$ cat src/rtl/wide_uart_rx.sv
`default_nettype none
// +------------------------------------------------------------------------+
// | Module  : wide_uart_rx                                                 |
// | Brief   : 8N1 UART receiver packing eight bytes into a 64-bit          |
// |           AXI-Stream beat. Define WIDE_UART_RX_TIMEOUT_EN to enable    |
// |           the inter-byte timeout that discards partial words.          |
// | Revision: 1.0                                                          |
// +------------------------------------------------------------------------+
module wide_uart_rx #(
    parameter int CLK_FREQ     = 100_000_000,
    parameter int BAUD         = 115_200,
    parameter int TIMEOUT_BITS = 20
) (
    input  logic        clk,
    input  logic        rst,
    input  logic        RsRx,
    output logic [63:0] m_axis_tdata,
    output logic        m_axis_tvalid,
    input  logic        m_axis_tready,
    output logic        frame_err,
    output logic        overrun,
    output logic        timeout
);

    localparam int CLKS_PER_BIT = CLK_FREQ / BAUD;
    localparam int TMR_W        = $clog2(CLKS_PER_BIT);

    localparam logic [TMR_W-1:0] c_TMR_HALF = TMR_W'(CLKS_PER_BIT / 2);
    localparam logic [TMR_W-1:0] c_TMR_LAST = TMR_W'(CLKS_PER_BIT - 1);

    localparam logic [2:0] c_IDLE  = 3'd0;
    localparam logic [2:0] c_START = 3'd1;
    localparam logic [2:0] c_DATA  = 3'd2;
    localparam logic [2:0] c_STOP  = 3'd3;
    localparam logic [2:0] c_BREAK = 3'd4;

    logic             r_sync1_q, r_sync2_q;
    logic [2:0]       r_state_q, w_state_d;
    logic [TMR_W-1:0] r_tmr_q, w_tmr_d;
    logic [2:0]       r_bit_q, w_bit_d;
    logic [7:0]       r_shift_q, w_shift_d;
    logic [2:0]       r_idx_q, w_idx_d;
    logic [55:0]      r_asm_q, w_asm_d;
    logic [63:0]      r_tdata_q, w_tdata_d;
    logic             r_tvalid_q, w_tvalid_d;
    logic             r_frame_err_q, w_frame_err_d;
    logic             r_overrun_q, w_overrun_d;
    logic             w_rx;
    logic             w_byte_done;

`ifdef WIDE_UART_RX_TIMEOUT_EN
    localparam int TO_LIMIT = TIMEOUT_BITS * CLKS_PER_BIT;
    localparam int TO_W     = $clog2(TO_LIMIT);
    localparam logic [TO_W-1:0] c_TO_LAST = TO_W'(TO_LIMIT - 1);

    logic [TO_W-1:0] r_to_cnt_q, w_to_cnt_d;
    logic            r_timeout_q, w_timeout_d;
`endif

    assign w_rx = r_sync2_q;

    always_comb begin
        w_state_d     = r_state_q;
        w_tmr_d       = r_tmr_q;
        w_bit_d       = r_bit_q;
        w_shift_d     = r_shift_q;
        w_idx_d       = r_idx_q;
        w_asm_d       = r_asm_q;
        w_tdata_d     = r_tdata_q;
        w_tvalid_d    = r_tvalid_q;
        w_frame_err_d = 1'b0;
        w_overrun_d   = 1'b0;
        w_byte_done   = 1'b0;
`ifdef WIDE_UART_RX_TIMEOUT_EN
        w_to_cnt_d    = '0;
        w_timeout_d   = 1'b0;
`endif

        case (r_state_q)
            c_IDLE: begin
                w_tmr_d = '0;
                if (!w_rx) w_state_d = c_START;
            end
            c_START: begin
                if (r_tmr_q == c_TMR_HALF) begin
                    w_tmr_d   = '0;
                    w_bit_d   = 3'd0;
                    w_state_d = w_rx ? c_IDLE : c_DATA;
                end else begin
                    w_tmr_d = r_tmr_q + TMR_W'(1);
                end
            end
            c_DATA: begin
                if (r_tmr_q == c_TMR_LAST) begin
                    w_tmr_d   = '0;
                    w_shift_d = {w_rx, r_shift_q[7:1]};
                    w_bit_d   = r_bit_q + 3'd1;
                    if (r_bit_q == 3'd7) w_state_d = c_STOP;
                end else begin
                    w_tmr_d = r_tmr_q + TMR_W'(1);
                end
            end
            c_STOP: begin
                if (r_tmr_q == c_TMR_LAST) begin
                    w_tmr_d = '0;
                    if (w_rx) begin
                        w_byte_done = 1'b1;
                        w_state_d   = c_IDLE;
                    end else begin
                        w_frame_err_d = 1'b1;
                        w_idx_d       = 3'd0;
                        w_state_d     = c_BREAK;
                    end
                end else begin
                    w_tmr_d = r_tmr_q + TMR_W'(1);
                end
            end
            c_BREAK: begin
                if (w_rx) w_state_d = c_IDLE;
            end
            default: w_state_d = c_IDLE;
        endcase

        if (r_tvalid_q && m_axis_tready) w_tvalid_d = 1'b0;

        // Bytes shift in from the bottom, so after eight the first lands in [63:56].
        if (w_byte_done) begin
            w_asm_d = {r_asm_q[47:0], r_shift_q};
            w_idx_d = r_idx_q + 3'd1;
            if (r_idx_q == 3'd7) begin
                if (!r_tvalid_q || m_axis_tready) begin
                    w_tdata_d  = {r_asm_q, r_shift_q};
                    w_tvalid_d = 1'b1;
                end else begin
                    w_overrun_d = 1'b1;
                end
            end
        end

`ifdef WIDE_UART_RX_TIMEOUT_EN
        if (r_state_q == c_IDLE && w_rx && r_idx_q != 3'd0) begin
            if (r_to_cnt_q == c_TO_LAST) begin
                w_idx_d     = 3'd0;
                w_timeout_d = 1'b1;
            end else begin
                w_to_cnt_d = r_to_cnt_q + TO_W'(1);
            end
        end
`endif
    end

    always_ff @(posedge clk) begin
        if (rst) begin
            r_sync1_q     <= 1'b1;
            r_sync2_q     <= 1'b1;
            r_state_q     <= c_IDLE;
            r_tmr_q       <= '0;
            r_bit_q       <= 3'd0;
            r_shift_q     <= 8'd0;
            r_idx_q       <= 3'd0;
            r_asm_q       <= 56'd0;
            r_tdata_q     <= 64'd0;
            r_tvalid_q    <= 1'b0;
            r_frame_err_q <= 1'b0;
            r_overrun_q   <= 1'b0;
        end else begin
            r_sync1_q     <= RsRx;
            r_sync2_q     <= r_sync1_q;
            r_state_q     <= w_state_d;
            r_tmr_q       <= w_tmr_d;
            r_bit_q       <= w_bit_d;
            r_shift_q     <= w_shift_d;
            r_idx_q       <= w_idx_d;
            r_asm_q       <= w_asm_d;
            r_tdata_q     <= w_tdata_d;
            r_tvalid_q    <= w_tvalid_d;
            r_frame_err_q <= w_frame_err_d;
            r_overrun_q   <= w_overrun_d;
        end
    end

`ifdef WIDE_UART_RX_TIMEOUT_EN
    always_ff @(posedge clk) begin
        if (rst) begin
            r_to_cnt_q  <= '0;
            r_timeout_q <= 1'b0;
        end else begin
            r_to_cnt_q  <= w_to_cnt_d;
            r_timeout_q <= w_timeout_d;
        end
    end

    assign timeout = r_timeout_q;
`else
    logic w_unused_timeout_bits;
    assign w_unused_timeout_bits = (TIMEOUT_BITS == 0);
    assign timeout               = 1'b0;
`endif

    assign m_axis_tdata  = r_tdata_q;
    assign m_axis_tvalid = r_tvalid_q;
    assign frame_err     = r_frame_err_q;
    assign overrun       = r_overrun_q;

endmodule
`default_nettype wire
$ cat config.mk
export PLATFORM = sky130hd
export DESIGN_NAME = wide_uart_rx
export DESIGN_NICKNAME = d
export VERILOG_FILES = /design/src/rtl/wide_uart_rx.sv
export SDC_FILE = /design/constraint.sdc
export NUM_CORES = 1
export LEC_CHECK = 0
export CAP_MARGIN = 20
export CORE_MARGIN = 1.5
export CORE_UTILIZATION = 40
export CTS_BUF_LIST = sky130_fd_sc_hd__clkbuf_8
export CTS_CLUSTER_DIAMETER = 40
export DETAILED_ROUTE_END_ITERATION = 8
export PLACE_DENSITY = 0.67
export SLEW_MARGIN = 20
export SYNTH_ARGS = -nofsm -noshare
export SYNTH_HDL_FRONTEND = slang
export SYNTH_SLANG_ARGS = --single-unit
$ cat constraint.sdc
create_clock -name clk -period 2.9 [get_ports clk]
set_input_delay 0.29 -clock clk [delete_from_list [all_inputs] [get_ports clk]]
set_output_delay 0.29 -clock clk [all_outputs]
set_load 0.02 [all_outputs]
Yosys cells after proc, flatten, opt, wreduce, memory -nomap -nowiden
Cells that the tools add are included.
{ "classes": {"n_addsub": 3, "eq_ne": 15, "muxes": 28, "bitwise_logic": 4, "n_reduce_logical": 16} }
{ "op_table": {"columns": ["op", "n"], "rows": [
  ["2-to-1 mux 3 bit", 13],
  ["case mux 10 bit (3 select lines)", 1],
  ["2-to-1 mux 10 bit", 2],
  ["case mux 3 bit (5 select lines)", 1],
  ["inequality test 2 bit (second input constant)", 6],
  ["adder 10 x 1 -> 10 bit (second input constant)", 1],
  ["== test 10 bit (second input constant)", 1],
  ["== test 10 x 9 -> 1 bit (second input constant)", 1],
  ["== test 3 bit (second input constant)", 3],
  ["2-to-1 mux 1 bit", 9],
  ["AND reduction 3 bit", 3],
  ["adder 3 x 1 -> 3 bit (second input constant)", 2],
  ["== test 3 x 2 -> 1 bit (second input constant)", 2],
  ["case mux 3 bit (2 select lines)", 1],
  ["AND reduction 6 bit", 1],
  ["nonzero test 2 bit", 3],
  ["OR reduction 3 bit", 2],
  ["inverter 1 bit", 4],
  ["== test 3 x 1 -> 1 bit (second input constant)", 1],
  ["zero test 3 bit", 1],
  ["nonzero test 3 bit", 1],
  ["2-to-1 mux 2 bit", 1],
  ["inequality test 2 x 1 -> 1 bit (second input constant)", 1],
  ["AND reduction 2 bit", 1],
  ["other kinds (4)", 4]
]} }
{ "totals": {"register_bits": 152, "inputBits": 4, "out_inout_bits": 68, "word_cells": 78} }

Logic depth before layout (Yosys ltp)
{ "logic_depth": {"depth_word": 5, "mapped_depth": 9, "ltp_nobuf": 6} }

Worst setup path after synthesis
No wires, ideal clock.
{ "synth_timing": {"path_kind": "reg2reg", "start": "reg r_tmr_q[0]", "end": "reg r_tdata_q[30] (netlist: m_axis_tdata[30])", "setup_ps": 132, "arrival_time_ps": 1730, "required_ps": 2768, "setup_slack_ps": 1038, "path_stages_with_launch": 9, "path_buffers": 3, "synth_period_minus_slack_ps": 1862, "path_cell_list": "dfxtp_1 > ha_1 > nor4bb_1 > buf_4 > nand4_1 > buf_2 > clkbuf_1 > o21ai_0 > a21oi_1"} }
{ "synth_between": {"elab_chain_len": 4} }
{ "synth_rtl": {"columns": ["element", "line", "text"], "rows": [
  ["from (decl)", "39", "logic [TMR_W-1:0] r_tmr_q, w_tmr_d;"],
  ["from (signal assigned)", "170", "r_tmr_q <= w_tmr_d;"],
  ["== test 10 bit", "104", "if (r_tmr_q == c_TMR_LAST) begin"],
  ["2-to-1 mux 1 bit", "104", null],
  ["2-to-1 mux 1 bit", "79", "case (r_state_q)"],
  ["AND reduction 3 bit (no source line)", null, null],
  ["to (signal assigned)", "175", "r_tdata_q <= w_tdata_d;"],
  ["to (decl)", "44", "logic [63:0] r_tdata_q, w_tdata_d;"]
]} }
No other way between the ends.
A chain may end at the register's enable or synchronous reset.

Worst setup path after layout
{ "layout_timing": {"start": "reg r_tmr_q[0]", "end": "reg r_tdata_q[39] (netlist: m_axis_tdata[39])"} }
The elaborated chain is that of the path after synthesis.

==> results.md <==
- Status: completed
- CP Max Fanout: 58
- Distinct cell type count after synthesis: 48
- IO Count: between 70 and 80
- Share of layout cells above drive strength 1: 0.06995
- Uppermost layer routed: met4
- Slew Viols, Final: 0
- Hold_buf cts: 0
- Total Routing Usage GR: 0.1853
- Pint: between 0.003 and 0.004 W
- Vias: around 5.3k
- Layout Area Growth over Synthesis: 18.43%
- Ys async rst share: 0
- First-pass GRT wire length: roughly 24 mm
- Latest clock arrival within the worst-skew pair: 0.45 ns
- Post-synth EDFFs: 0
- R2r setup slk: 0.52 ns
- Post-cts resize count: 0
- Fillers: around 1.4k
- Ys Warns: 0
- Setup Buffers After CTS: 0
- Tot Pwr: between 0.003 and 0.004 W
- Max Cap Viol: 0
- # clock sinks: about 150
- Final hold viol count: 0
- Synth Register Bits: between 150 and 200
- H-tree levels: 4
- Final setup fails: 0
- # rows: between 40 and 50
- DRC marker count from the first detailed-route iteration: 465
- Residual DRC: 0
- Largest net degree at the start of global routing: approximately 120
- Total wire length: between 10 and 15 mm
- PwrDens: 531.9 nW/um2
- Setup TNS: 0 ns
- Final GP Congestion: 0.8921
- Clock Power Share: 0.434
- WS Path Type: reg -> reg
- Max Clk Rate: about 420 MHz
- WHS: approximately 0.37 ns
- Worst slew pin tran: 0.7743 ns
- TritonRoute pass-1 iters: 5
- Cells after Synth: roughly 730
- Clock buffer depth: 2
- Rel. slew slack: 0.4838
- CTS tree: yes
- Number of global-route vias before repair: around 5k
- Effective utilization at floorplan: 0.4157
- Worst VDD drop: ~0.00038 V
- DR WL met3: about 670 um
- RSZ-0062 raised after global routing: no
- Total die area: about 16000 um2
- Synthesized area per cell: 8.360 um2
- IO Port Bufs: 70
- Final worst slack: 0.5206 ns
- Post-synth top flop: dfxtp_1
- Post-route clock period utilization: 0.8205
- Mapped Area: 6111 um2
- Die W: between 100 and 150 um
- DRT antenna net count: 0
- Data required, critical path: 3.28 ns
- Net Sw Power: around 0.00084 W
- Grt ovf: 0
- Core Area: roughly 15000 um2
- Diodes inserted: 0
- Logic pwr share: 0.018
- Initial antenna violation count: 0
- DIE HEIGHT: roughly 130 um
- Routed WL per cell: between 15 and 20 um
- Post-detail-place hpwl: 8.839 mm
- Via density: between 5 and 6
- CTS root buffer: clkbuf_8
- CTS Buf Count: 17
- # nets final: a little under 800
- Sequential power share: 0.548
- WL met2: between 6 and 7 mm
- Sw Ratio: 0.2185
- Hold Path Class: in -> reg
- CP arrival: approximately 2.8 ns
- Final core utilization: 0.4923
- Syn_nets: 741
- CTS clk-pin slew, worst paths: 0.08 ns
- Final min period: between 2 and 2.5 ns
- Register area share after synthesis: 0.4980
- CP Capture Type: flop
- CP Launch Type: flop
- Skew final: about 0.012 ns
- Place WS: roughly 0.59 ns
- Met1 WL: 7.004 mm
- Leakage: around 2.4 nW
-- layer usage --
layer,GRT usage,vias to the layer above
met4,0.08452,0
li1,-,2643
met3,0.04133,23
met2,0.2825,139
met5,0,-
met1,0.2510,2535
-- worst paths after layout --
kind,startpoint,to,cells after the start
setup / recovery,r_tmr_q[0],m_axis_tdata[39],7
hold / removal,rst,r_idx_q[0],2
setup reg to reg,r_tmr_q[0],m_axis_tdata[39],7
hold reg to reg,r_sync1_q,r_sync2_q,1
-- worst max-delay path, cell delays in order, from the launching register on --
cell and delay [ns]:
dfxtp_1 0.41, ha_1 0.24, nor4bb_1 0.38, buf_4 0.23, and4_4 0.42, buf_12 0.29, nand4_1 0.13, a21oi_1 0.18
-- registers in the layout (all words and copies together), names as in the netlist, 3 cells and up --
| signal | flops |
|---|---|
| r_shift_q | 8 |
| r_state_q | 3 |
| r_tmr_q | 10 |
| r_idx_q | 3 |
| r_bit_q | 3 |
| m_axis_tdata | 64 |
| r_asm_q | 56 |
-- through the flow --
stage / area, um2 / cells
floorplan: 6111 / 731
global placement: 6825 / 925
detailed placement: 6825 / 925
CTS: 7237 / 956
global route: 7237 / 956
finish: 7237 / 956
-- logic make-up (layout without fill, tap and decap cells) --
family / after synthesis / in the layout / share of synthesized area
and+or+nand+nor: 251 / 251 / 0.2080
AOI/OAI and AO/OA: 227 / 227 / 0.1976
DFF: 152 / 152 / 0.4980
buffers and inverters: 82 / 123 / 0.06388
muxes: 12 / 12 / 0.01966
adders and majority gates: 6 / 6 / 0.01228
other: 1 / 1 / 0.0006137
-- synth_stat cells (2+ instances only) --
cell	count	share of area
mux2i_1	12	0.020
and2_1	7	0.0072
and4_1	3	0.0043
buf_2	9	0.0074
a31oi_1	3	0.0031
or2_2	3	0.0031
ha_1	6	0.012
nand3_1	5	0.0041
a22oi_1	4	0.0049
nand2b_1	9	0.0092
o211ai_1	3	0.0037
o21bai_1	3	0.0037
nor2_1	15	0.0092
o21ai_0	74	0.061
nor3_1	2	0.0016
inv_1	9	0.0055
and3_1	2	0.0020
a21oi_1	129	0.11
clkbuf_1	50	0.031
buf_6	6	0.011
nor2b_1	2	0.0020
nand2_1	121	0.074
dfxtp_1	152	0.50
buf_4	7	0.0086
nand4_1	68	0.070
nor3b_1	2	0.0025
a311oi_1	3	0.0043
o22a_1	2	0.0029
-- cells in the final DEF, fill, tap and decap left out, drive strengths merged, types with 3 or more instances in the layout --
cell type / synthesis / final
nor2: 15 / 15
nand2: 121 / 121
a31oi: 3 / 3
clkbuf: 50 / 19
buf: 23 / 14
nand4: 69 / 69
and2: 7 / 7
dfxtp: 152 / 152
a311oi: 3 / 3
inv: 9 / 12
clkdlybuf4s50: 0 / 69
nand3: 5 / 5
a22oi: 4 / 4
o211ai: 3 / 3
or2: 3 / 3
bufinv: 0 / 3
and4: 3 / 3
nand2b: 9 / 9
o21bai: 3 / 3
o21ai: 74 / 74
a21oi: 129 / 129
mux2i: 12 / 12
clkinv: 0 / 4
nor3b: 3 / 3
ha: 6 / 6
-- cell type report --
cell class                      count  area (um2)  share of cell area
Inverter                            9       33.78            0.004668
Clock inverter                     12       150.1             0.02075
Clock buffer                       19       261.5             0.03613
Timing Repair Buffer               83       833.3              0.1151
Tap cell                          184       230.2             0.03181
Multi-Input combinational cell    497        2685              0.3710
Sequential cell                   152        3043              0.4205
-- power by group through the flow --
stage	Clock, W	Sequential, W	Combinational (W)
final	0.00167	0.00211	0.0000708
after detailed placement	0	0.00216	0.0000710
after global placement	0	0.00216	0.0000690
after global routing	0.00180	0.00211	0.0000784
after floorplan	0	0.00215	0.0000585
after CTS	0.00171	0.00211	0.0000710
No activity file was read; power rests on OpenSTA's default activity.
